==> config.mk <==
export PLATFORM = sky130hd
export DESIGN_NAME = hs32_fetch
export DESIGN_NICKNAME = d
export VERILOG_FILES = /design/src/rtl/hs32_pkg.sv /design/src/rtl/hs32_fifo2.sv /design/src/rtl/hs32_fetch.sv
export SDC_FILE = /design/constraint.sdc
export NUM_CORES = 1
export LEC_CHECK = 0
export ABC_AREA = 1
export CAP_MARGIN = 20
export CORE_MARGIN = 8
export CORE_UTILIZATION = 50
export DETAILED_ROUTE_END_ITERATION = 6
export GPL_TIMING_DRIVEN = 1
export PLACE_DENSITY = 0.76
export SKIP_LAST_GASP = 1
export SLEW_MARGIN = 20
export SYNTH_ARGS = -nofsm -noshare
export SYNTH_HDL_FRONTEND = slang
export SYNTH_SLANG_ARGS = --single-unit
==> constraint.sdc <==
create_clock -name clk -period 2.8 [get_ports clk]
set_clock_uncertainty 0.05 [all_clocks]
set_input_delay 0.7 -clock clk [delete_from_list [all_inputs] [get_ports clk]]
set_output_delay 0.7 -clock clk [all_outputs]
set_load 0.005 [all_outputs]
==> src/rtl/hs32_pkg.sv <==
// +----------------------------------------------------------------------+
// | hs32_pkg: fetch-unit state encoding and default reset vector          |
// | Revision: 1.0                                                         |
// +----------------------------------------------------------------------+
`default_nettype none

package hs32_pkg;

   localparam logic [31:0] HS32_RESET_VECTOR = 32'h0000_0000;

   typedef enum logic [1:0] {
      ST_IDLE = 2'd0,
      ST_REQ  = 2'd1,
      ST_DROP = 2'd2
   } fetch_state_t;

endpackage

`default_nettype wire

==> src/rtl/hs32_fifo2.sv <==
// +----------------------------------------------------------------------+
// | hs32_fifo2: 2-entry 32-bit prefetch FIFO, head entry drives dout      |
// | Revision: 1.0                                                         |
// +----------------------------------------------------------------------+
`default_nettype none

module hs32_fifo2 (
   input  logic        clk,
   input  logic        reset_n,
   input  logic        clear,
   input  logic        push,
   input  logic        pop,
   input  logic [31:0] din,
   output logic [31:0] dout,
   output logic        valid,
   output logic [1:0]  count
);

   logic [31:0] e0_q, e0_d;
   logic [31:0] e1_q, e1_d;
   logic [1:0]  count_q, count_d;
   logic        do_pop;
   logic        do_push;

   always_comb begin
      e0_d    = e0_q;
      e1_d    = e1_q;
      count_d = count_q;
      do_pop  = pop && (count_q != 2'd0);
      do_push = push && ((count_q != 2'd2) || do_pop);
      if (clear) begin
         count_d = 2'd0;
      end else begin
         case ({do_push, do_pop})
            2'b11: begin
               // Simultaneous push/pop keeps occupancy; the new word queues behind any survivor.
               if (count_q == 2'd1) begin
                  e0_d = din;
               end else begin
                  e0_d = e1_q;
                  e1_d = din;
               end
            end
            2'b01: begin
               e0_d    = e1_q;
               count_d = count_q - 2'd1;
            end
            2'b10: begin
               if (count_q == 2'd0) e0_d = din;
               else                 e1_d = din;
               count_d = count_q + 2'd1;
            end
            default: ;
         endcase
      end
   end

   always_ff @(posedge clk or negedge reset_n) begin
      if (!reset_n) begin
         e0_q    <= 32'h0;
         e1_q    <= 32'h0;
         count_q <= 2'd0;
      end else begin
         e0_q    <= e0_d;
         e1_q    <= e1_d;
         count_q <= count_d;
      end
   end

   assign dout  = e0_q;
   assign valid = (count_q != 2'd0);
   assign count = count_q;

endmodule

`default_nettype wire

==> src/rtl/hs32_fetch.sv <==
// +----------------------------------------------------------------------+
// | hs32_fetch: instruction fetch with one outstanding request, 2-deep     |
// | prefetch buffer and branch redirect. Revision: 1.0                    |
// +----------------------------------------------------------------------+
`default_nettype none

module hs32_fetch
   import hs32_pkg::*;
#(
   parameter logic [31:0] RESET_VECTOR = HS32_RESET_VECTOR
) (
   input  logic        clk,
   input  logic        reset_n,
   output logic [31:0] mem_addr,
   output logic        mem_req,
   input  logic        mem_ack,
   input  logic [31:0] mem_data,
   output logic [31:0] instd,
   output logic        ackd,
   input  logic        reqd,
   input  logic        flush,
   input  logic [31:0] newpc
);

   fetch_state_t state_q, state_d;
   logic [31:0]  pc_q, pc_d;
   logic [31:0]  mem_addr_q, mem_addr_d;
   logic         mem_req_q, mem_req_d;
   logic         started_q, started_d;

   logic [31:0]  pc_flush;
   logic [31:0]  pc_inc;
   logic         fifo_push;
   logic         fifo_pop;
   logic         fifo_valid;
   logic [1:0]   fifo_count;
   logic [1:0]   count_after;

   assign pc_flush    = {newpc[31:2], 2'b00};
   assign pc_inc      = pc_q + 32'd4;
   assign fifo_pop    = reqd && fifo_valid && !flush;
   assign fifo_push   = (state_q == ST_REQ) && mem_ack && !flush;
   assign count_after = fifo_count + {1'b0, fifo_push} - {1'b0, fifo_pop};

   always_comb begin
      state_d    = state_q;
      pc_d       = pc_q;
      mem_addr_d = mem_addr_q;
      mem_req_d  = mem_req_q;
      // Holds off the first request by one cycle after reset release.
      started_d  = 1'b1;
      case (state_q)
         ST_IDLE: begin
            if (flush) begin
               pc_d       = pc_flush;
               state_d    = ST_REQ;
               mem_req_d  = 1'b1;
               mem_addr_d = pc_flush;
            end else if (started_q && (fifo_count < 2'd2)) begin
               state_d    = ST_REQ;
               mem_req_d  = 1'b1;
               mem_addr_d = pc_q;
            end
         end
         ST_REQ: begin
            if (mem_ack) begin
               if (flush) begin
                  pc_d       = pc_flush;
                  mem_addr_d = pc_flush;
               end else begin
                  pc_d = pc_inc;
                  if (count_after < 2'd2) begin
                     mem_addr_d = pc_inc;
                  end else begin
                     state_d   = ST_IDLE;
                     mem_req_d = 1'b0;
                  end
               end
            end else if (flush) begin
               // The in-flight word must still be drained before redirecting.
               pc_d    = pc_flush;
               state_d = ST_DROP;
            end
         end
         ST_DROP: begin
            if (flush) pc_d = pc_flush;
            if (mem_ack) begin
               state_d    = ST_REQ;
               mem_req_d  = 1'b1;
               mem_addr_d = flush ? pc_flush : pc_q;
            end
         end
         default: begin
            state_d   = ST_IDLE;
            mem_req_d = 1'b0;
         end
      endcase
   end

   always_ff @(posedge clk or negedge reset_n) begin
      if (!reset_n) begin
         state_q    <= ST_IDLE;
         pc_q       <= RESET_VECTOR;
         mem_addr_q <= RESET_VECTOR;
         mem_req_q  <= 1'b0;
         started_q  <= 1'b0;
      end else begin
         state_q    <= state_d;
         pc_q       <= pc_d;
         mem_addr_q <= mem_addr_d;
         mem_req_q  <= mem_req_d;
         started_q  <= started_d;
      end
   end

   hs32_fifo2 u_fifo (
      .clk     (clk),
      .reset_n (reset_n),
      .clear   (flush),
      .push    (fifo_push),
      .pop     (fifo_pop),
      .din     (mem_data),
      .dout    (instd),
      .valid   (fifo_valid),
      .count   (fifo_count)
   );

   assign mem_addr = mem_addr_q;
   assign mem_req  = mem_req_q;
   assign ackd     = fifo_valid;

endmodule

`default_nettype wire
* Yosys cells after proc, flatten, opt, wreduce, memory -nomap -nowiden
Index checks and enable logic that the tools add are counted.
Storage, ports and cells: output and inout port bits 66, logic and storage cells 92, input bits 69, flip-flop bits (word level) 134
Operators by class: $lt $le $gt $ge 2, $add $sub $neg 5, eq/ne operators 19, mux-type cells 34, bitwise operators 1, reductions and logical operators 23
Operators with widths (number):
- $mux 32 | 13
- $pmux 32 s3 | 2
- $pmux 32 s2 | 2
- $add 32x3->32 const B | 1
- $mux 2 | 8
- $reduce_and 5->1 | 3
- $ne 2x2->1 const B | 7
- $ne 3x3->1 const B | 4
- $reduce_bool 3->1 | 3
- $logic_and 1x1->1 | 7
- $eq 2x1->1 const B | 3
- $eq 2x2->1 const B | 3
- $mux 1 | 6
- $pmux 2 s3 | 1
- $reduce_bool 2->1 | 3
- $logic_not 2->1 | 2
- $lt 2x2->1 const B | 2
- $pmux 2 s2 | 1
- $reduce_and 4->1 | 1
- $ne 3x2->1 const B | 1
- $pmux 1 s3 | 1
- $reduce_and 3->1 | 1
- $add 2x1->2 | 1
- $add 2x1->2 const B | 1
- 7 further kinds | 7

* Longest topological paths before layout
Gate-level depths: netlist of the first run.
word-level depth 10, mapped depth 15, mapped depth without buffers 14

* Hierarchy
A second synthesis of the first run with hierarchy kept.
Unflattened totals: cell total of the unflattened synthesis 1310, area, all modules 8349.3 µm²
By module, submodules not included:
- hs32_fetch | seq. area each 1701.6 µm², area an instance 4630.7 µm², cells each 757, instances 1
- hs32_fifo2 | seq. area each 1651.6 µm², area an instance 3718.6 µm², cells each 553, instances 1

* Worst setup path before layout of the first run
Ideal clock, no wire load.
path type input to register, start in flush, end reg mem_addr_q[23], in the netlist mem_addr[23], setup time 0.117 ns, buffers on the path 2, slack 0.582 ns, stages 14, data required time 2.633 ns, arrival 2.051 ns, cells stage by stage buf_6 > nor2_4 > nand2_4 > inv_2 > ha_1 > xor2_1 > inv_1 > nand2_1 > nand3_1 > nand2_1 > inv_1 > buf_2 > nand3_1 > nand2_1
On the way: cells in the longest elaborated chain, start to end 7, elaborated cells between the ends (all ways) 15, classes of those cells add/sub (2); order compare (1); eq/ne (2); mux (6); reduce/logical (4)
RTL lines:
- start, declared | line hs32_fetch.sv:21 | input logic flush,
- $logic_not 1->1 | line hs32_fetch.sv:41, hs32_fetch.sv:42
- $logic_and 1x1->1 | line hs32_fetch.sv:42 | assign fifo_push = (state_q == ST_REQ) && mem_ack && !flush;
- $add 2x1->2 | line hs32_fetch.sv:43 | assign count_after = fifo_count + {1'b0, fifo_push} - {1'b0, fifo_pop};
- $sub 2x1->2 | line hs32_fetch.sv:43
- $lt 2x2->1 | line hs32_fetch.sv:72 | if (count_after < 2'd2) begin
- $ne 3x2->1 (no line)
- $reduce_and 5->1 (no line)
- end signal, assigned | line hs32_fetch.sv:110 | mem_addr_q <= mem_addr_d;
- end, declared | line hs32_fetch.sv:27 | logic [31:0] mem_addr_q, mem_addr_d;
Parallel ways exist; a longest one is shown, timed or not. The select of a mux whose other input is x is not followed. A chain may end at the register's enable or synchronous reset.

* Worst setup path in the final report of the first run
start reg u_fifo.count_q[0], in the netlist u_fifo.count[0], end out ackd
On the way: cells in the longest elaborated chain, start to end 1
RTL lines:
- start, declared | line hs32_fifo2.sv:21 | logic [1:0] count_q, count_d;
- start signal, assigned | line hs32_fifo2.sv:66 | count_q <= count_d;
- $reduce_bool 2->1 | line hs32_fifo2.sv:71 | assign valid = (count_q != 2'd0);
- end, declared | line hs32_fetch.sv:19 | output logic ackd,
No other way between the ends.

==> metrics.md, run 1 <==
| Metric | Value |
|---|---|
| Worst Setup EP | `ackd` |
| Synth Instances | `1160` |
| Maxcap violations | `0` |
| Nets@finish | `1358` |
| Filler Cell Count | `1396` |
| Type of the most critical hold path | `input pin to asynchronous set/reset pin` |
| PD cells | `1080 mW/mm^2` |
| Post-Syn Nets | `1234` |
| Die Ht | `~140 um` |
| 1st-pass router iterations | `5` |
| Chip Width | `142 um` |
| CTS tree | `yes` |
| Status | `complete, no violations` |
| Reg2reg start | `u_fifo.count[0]` |
| Vias in the first global route | `7665` |
| Hold Buf Count CTS | `0` |
| WP data required | `2050 ps` |
| DR vias/cell | `5.22` |
| Crit path max fanout | `4` |
| CTS buffer count | `17` |
| Final instance area | `0.0100 mm^2` |
| Synth top area share | `between 40% and 50%` |
| Port Buffers | `132` |
| Initial DRC count | `670` |
| Total number of vias | `7897` |
| H-tree depth | `4` |
| Worst slew margin | `44.8%` |
| FF-to-FF setup slack | `~400 ps` |
| Setup Crit Path Kind | `register to output pin` |
| Peak supply drop | `0.576 mV` |
| R2r endpoint | `mem_addr[23]` |
| CTS sink cnt | `134` |
| Unique cell type count in the Yosys netlist | `35` |
| Synth area leaders | `dfrtp_1 43%, nand2_1 20%, nand3_1 10%` |
| Clk root buf | `clkbuf_16` |
| Clk_lat worst skew | `420 ps` |
| GP Congestion | `0.899` |
| Commonest cells in the netlist | `423 x nand2_1, 159 x nand3_1, 135 x inv_1` |
| Drt wl/cell | `between 10 and 15 um` |
| Mean Syn Cell Area | `6.79 um^2` |
| Post-synthesis sequential area ratio | `42.6%` |
| First-pass GRT wire length | `37500 um` |
| Gr ovfl total | `0` |
| Largest net degree at the start of global routing | `65` |
| Final period util | `between 90% and 100%` |
| Final TNS setup | `0 ps` |
| Final setup viols | `0` |
| Post-route ant nets | `0` |
| Final slew viol count | `0` |
| Area growth from synthesis to layout | `27.2%` |
| Top Ports | `135` |
| Detailed Route WL | `22400 um` |
| Clk buf depth | `2` |
| Rows | `46` |
| Resize count post-CTS | `0` |
| Die ar. | `0.0200 mm^2` |
| Critical Path Start Type | `register` |
| Core box area | `~0.016 mm^2` |
| Initial antenna violation count | `1` |
| Worst Tran Pin Value | `826 ps` |
| Ys async rst share | `100%` |
| DRC | `0` |
| Synthesized cell area | `0.00788 mm^2` |
| Initial Util | `50.3%` |
| Tmin final | `2550 ps` |
| Final hold viol count | `0` |
| Synth area leader | `dfrtp_1` |
| Most numerous cell in the Yosys netlist | `nand2_1` |
| Worst setup EP type | `output pin` |
| RSZ-0062 raised after global routing | `no` |
| DP Wirelength | `15700 um` |
| CP Launch Point | `u_fifo.count[0]` |
| Total track usage | `23.0%` |
| Cells on worst reg2reg path | `13` |
| Worst EP arrival | `1800 ps` |
| Post-CTS setup repair buffer count | `0` |
| Leakage | `5.01 nW` |
| Synthesized flop and latch total | `134` |
| Post-synth EDFFs | `0` |
| Share of layout cells above drive strength 1 | `under 10%` |
| Max Fclk | `~390 MHz` |
| YS warnings | `0` |
| Clock-pin slew on the worst setup and hold paths | `60 ps` |
| Area post-placement | `0.00944 mm^2` |
| Synth Flop Type | `dfrtp_1` |
layout by cell type (no fill, tap or decap), types with 2 or more instances in the layout:
cell and count:
nand2_1 422, nand3_1 159, inv_1 135, dfrtp_1 134
clkdlybuf4s50_1 130, nor2_1 79, o21ai_0 58, o21ai_1 32
buf_4 27, a21oi_1 22, clkbuf_16 17, nand4_1 11
inv_6 6, nand2_2 5, a21boi_0 5, ha_1 5
buf_12 5, nor2_4 4, inv_2 4, o21a_1 4
clkinvlp_4 4, nor3_1 3, o22ai_1 3, nand2_4 2
nor2_2 2, a22oi_1 2, inv_8 2
per-layer routing:
metal	vias up	global-route usage [%]	wire length, um
met1	3671	29.1	9670
met3	34	5.07	1650
met4	0	8.99	507
met2	291	37.8	10600
met5	-	0	0
li1	3901	-	-
sequential cells by signal, summed over array words and instances, names as in the netlist:
signal,count
started_q,1
state_q,2
mem_req,1
u_fifo.count,2
u_fifo.e1_q,32
pc_q,32
mem_addr,32
u_fifo.dout,32
worst max-delay path, cell delays in order (launching register included):
cell and delay (ps):
dfrtp_1 380, inv_1 90, ha_1 280, inv_1 90
clkdlybuf4s50_1 530
through the flow:
| stage | utilization, % | power, mW | cells | hold WS (ps) | setup WS [ps] |
|---|---|---|---|---|---|
| 6_report | 64.0 | 10.8 | 1514 | 207 | 249 |
| 3_3_place_gp | 60.3 | 8.43 | 1481 | 411 | 109 |
| 4_1_cts | 64.0 | 10.8 | 1513 | 230 | 225 |
| 5_1_grt | 64.0 | 11.7 | 1514 | 239 | 159 |
| 3_5_place_dp | 60.3 | 8.57 | 1481 | 412 | 54.7 |
| 2_1_floorplan | - | 6.51 | 1160 | 354 | 582 |
cell families (layout without fill, tap and decap cells):
logic type	count (synthesis)	count (layout)	synth area share [%]
flip-flops	134	134	42.6
AND/OR/NAND/NOR	692	692	36.9
AO/OA/AOI/OAI	129	129	8.80
buffers and inverters	198	335	10.8
other	1	2	0.0476
XOR/XNOR	1	1	0.111
adder cells (fa/ha/maj)	5	5	0.794
final cells by class:
type                       instances  area, um^2  area share, %
clock buffer                      18         439           4.38
sequential                       134        3350           33.4
antenna                            1        2.50         0.0250
tap                              216         270           2.70
clock inverter                    14         140           1.40
multi-input combinational        828        3680           36.7
inverter                         139         522           5.20
timing repair buffer             164        1620           16.2
worst min-delay path by stage:
stage | slack [ps] | startpoint | endpoint
6_report | 210 | reset_n | u_fifo.e1_q[2]
5_1_grt | 240 | reset_n | u_fifo.e1_q[2]
3_5_place_dp | 410 | mem_req | mem_req
2_1_floorplan | 350 | reset_n | mem_addr[0]
3_3_place_gp | 410 | mem_addr[26] | mem_addr[26]
4_1_cts | 230 | reset_n | u_fifo.e1_q[1]
where the power goes:
group | switching, mW | total, mW | internal [mW]
sequential | 0.635 | 3.53 | 2.89
combinational | 2.86 | 5.07 | 2.21
clock | 0.930 | 2.20 | 1.27
total | 4.43 | 10.8 | 6.37
(Power assumes the default switching activity.)
==> run 2, diff against run 1 <==
--- a/config.mk
+++ b/config.mk
@@ -10,6 +10,7 @@
 export CORE_MARGIN = 8
 export CORE_UTILIZATION = 50
 export DETAILED_ROUTE_END_ITERATION = 6
+export GPL_ROUTABILITY_DRIVEN = 0
 export GPL_TIMING_DRIVEN = 1
 export PLACE_DENSITY = 0.76
 export SKIP_LAST_GASP = 1
==> constraint.sdc (replaced) <==
create_clock -name clk -period 3.3 [get_ports clk]
set_clock_uncertainty 0.05 [all_clocks]
set_input_delay 0.825 -clock clk [delete_from_list [all_inputs] [get_ports clk]]
set_output_delay 0.825 -clock clk [all_outputs]
set_load 0.005 [all_outputs]
==> run 2 against run 1 <==
Critical endpoint unchanged; routed wire length decreased by 1.8%; sequential power fell by 15%; register-to-register slack better by 260 ps; clock-buffer cell count grew 2; flip-flop and latch count did not move; core utilization is 0.45 points lower; via count hardly changed; combinational power fell by 17%; first-iteration DRC count is 10% lower; worst hold slack improved by 100 ps.
==> metrics.md, run 2 (synthesis results as in run 1) <==
| Metric | Value |
|---|---|
| Status | `complete, no violations` |
| Die ar. | `0.0200 mm^2 (unchanged)` |
| Detailed Route WL | `22000 um (-1.8%)` |
| Slowest CP cell | `clkdlybuf4s50_1` |
| CTS tree | `yes` |
| CP cell instances | `inv_1, ha_1, inv_1, clkdlybuf4s50_1` |
| First-pass GRT wire length | `36500 um (-2.6%)` |
| Sw Share | `40.0% (-0.99 points)` |
| Critical Path Start Type | `register` |
| Initial antenna violation count | `1 (unchanged)` |
| Worst slew margin | `29.1% (-16 points)` |
| Die Ht | `142 um (unchanged)` |
| Worst EP arrival | `1810 ps (about the same)` |
| Most Frequent Cell on Critical Path | `inv_1` |
| 1st-pass router iterations | `5 (unchanged)` |
| Crit path max fanout | `4 (unchanged)` |
| Initial Util | `50.3% (unchanged)` |
| Top Ports | `135 (unchanged)` |
| Setup Crit Path Kind | `register to output pin` |
| Gr ovfl total | `0 (unchanged)` |
| Leakage | `4.97 nW (-0.72%)` |
| Clk root buf | `clkbuf_16` |
| Sequential fraction of design power | `32.6% (about the same)` |
| Port Buffers | `132 (unchanged)` |
| Peak supply drop | `0.515 mV (-11%)` |
| Clk_lat worst skew | `420 ps (about the same)` |
| Final slew viol count | `0 (unchanged)` |
| Vias in the first global route | `7406 (-3.4%)` |
| Nets@finish | `1350 (-0.59%)` |
| Type of the most critical hold path | `input pin to asynchronous set/reset pin` |
| Pint | `5.49 mW (-14%)` |
| Max Fclk | `373 MHz` |
| RSZ-0062 raised after global routing | `no` |
| Area growth from synthesis to layout | `26.3%` |
| Net switching power | `3.66 mW (-17%)` |
| H-tree depth | `4 (unchanged)` |
| CTS sink cnt | `134 (unchanged)` |
| Final hold viol count | `0 (unchanged)` |
| Total number of vias | `7903 (+0.076%)` |
| Clk pwr share | `21.4% (+1.0 points)` |
| Total track usage | `22.4% (-0.60 points)` |
| Resize count post-CTS | `0 (unchanged)` |
| WP data required | `2420 ps (+370 ps)` |
| Worst Tran Pin Value | `1060 ps (+230 ps)` |
| CTS buffer count | `17 (unchanged)` |
| Drt wl/cell | `14.6 um (-1.2%)` |
| Most frequent cells in the layout | `422 x nand2_1, 159 x nand3_1, 134 x inv_1, 134 x dfrtp_1, 130 x clkdlybuf4s50_1` |
| Hold Buf Count CTS | `0 (unchanged)` |
| CP peak stage delay | `540 ps (about the same)` |
| Largest net degree at the start of global routing | `57 (-12%)` |
| DRC | `0 (unchanged)` |
| Final instance area | `0.00996 mm^2 (-0.70%)` |
| Chip Width | `142 um (unchanged)` |
| Post-CTS setup repair buffer count | `0 (unchanged)` |
| Combinational Power Share | `46.0% (-0.9 points)` |
| Final period util | `81.2%` |
| Cells on worst reg2reg path | `13 (unchanged)` |
| Worst setup EP type | `output pin` |
| Maxcap violations | `0 (unchanged)` |
| Tmin final | `2680 ps` |
| Total power | `9.16 mW (-15%)` |
| Rows | `46 (unchanged)` |
| Reg2reg start | `u_fifo.count[0]` |
| Share of layout cells above drive strength 1 | `5.98% (-0.73 points)` |
| Post-route ant nets | `0 (unchanged)` |
| DR vias/cell | `5.25 (+0.67%)` |
| Clk buf depth | `2 (unchanged)` |
| Final setup viols | `0 (unchanged)` |
| Area post-placement | `0.00935 mm^2 (-1.0%)` |
| Initial DRC count | `600 (-10%)` |
| Commonest non-fill, non-tap cell in the layout | `nand2_1` |
| PD cells | `920 mW/mm^2 (-15%)` |
| CP Launch Point | `u_fifo.count[0]` |
| Clock-pin slew on the worst setup and hold paths | `60 ps (about the same)` |
| Final TNS setup | `0 ps (unchanged)` |
| DP Wirelength | `15100 um (-3.8%)` |
| Core box area | `0.0157 mm^2 (unchanged)` |
[run 2: cell count changes in the layout (fill, tap and decap cells not counted), sizes merged]
cell | before | now
clkinvlp | 4 | 2
clkbuf | 18 | 20
inv | 147 | 139
buf | 34 | 26
clkinv | 1 | 6
bufinv | 1 | 3
[run 2: final timing paths]
path / to / slack [ps]
max in group asynchronous: pc_q[16] / 2050
worst min register to register: mem_addr[20] / 420
worst max register to register: mem_addr[23] / 660
worst min-delay path: mem_addr[0] / 310
worst max-delay path: ackd / 620
min in group clk: mem_addr[20] / 420
[run 2: power by group through the flow]
| stage | Combinational [mW] | Sequential (mW) | Clock [mW] |
|---|---|---|---|
| floorplan | 2.61 | 2.91 | 0 |
| global placement | 4.10 | 2.98 | 0 |
| detailed placement | 4.19 | 2.99 | 0 |
| CTS | 4.23 | 2.97 | 1.99 |
| global route | 4.75 | 3.08 | 2.05 |
| finish | 4.21 | 2.99 | 1.96 |
[run 2: stage by stage]
stage / hold slack [ps] / util, % / worst slack, ps / instances
after CTS: 326 / 63.6 / 612 / 1504
after detailed placement: 415 / 59.7 / 215 / 1473
after global routing: 352 / 63.6 / 467 / 1505
after floorplan: 414 / - / 957 / 1160
after global placement: 408 / 59.7 / 280 / 1473
final: 309 / 63.6 / 620 / 1505
[run 2: routing by layer]
layer  global-route usage, %  vias up  wire length (um)
li1                        -     3876                 -
met1                    29.2     3704              9770
met2                    35.7      284             10300
met3                    5.21       39              1500
met4                    8.42        0               480
met5                       0        -                 0
[run 2: layout make-up]
cell class,count,area (um^2)
Clock inverter,11,150
Tap cell,216,270
Timing Repair Buffer,156,1520
Fill cell,1423,5700
Clock buffer,20,457
Multi-Input combinational cell,828,3680
Antenna cell,1,2.50
Sequential cell,134,3350
Inverter,139,522
[run 2: critical path: cells and delay by family, from the launching register on]
family                   cells  cell delay [ps]
buffers and inverters        3              720
flip-flops                   1              390
adder cells (fa/ha/maj)      1              280
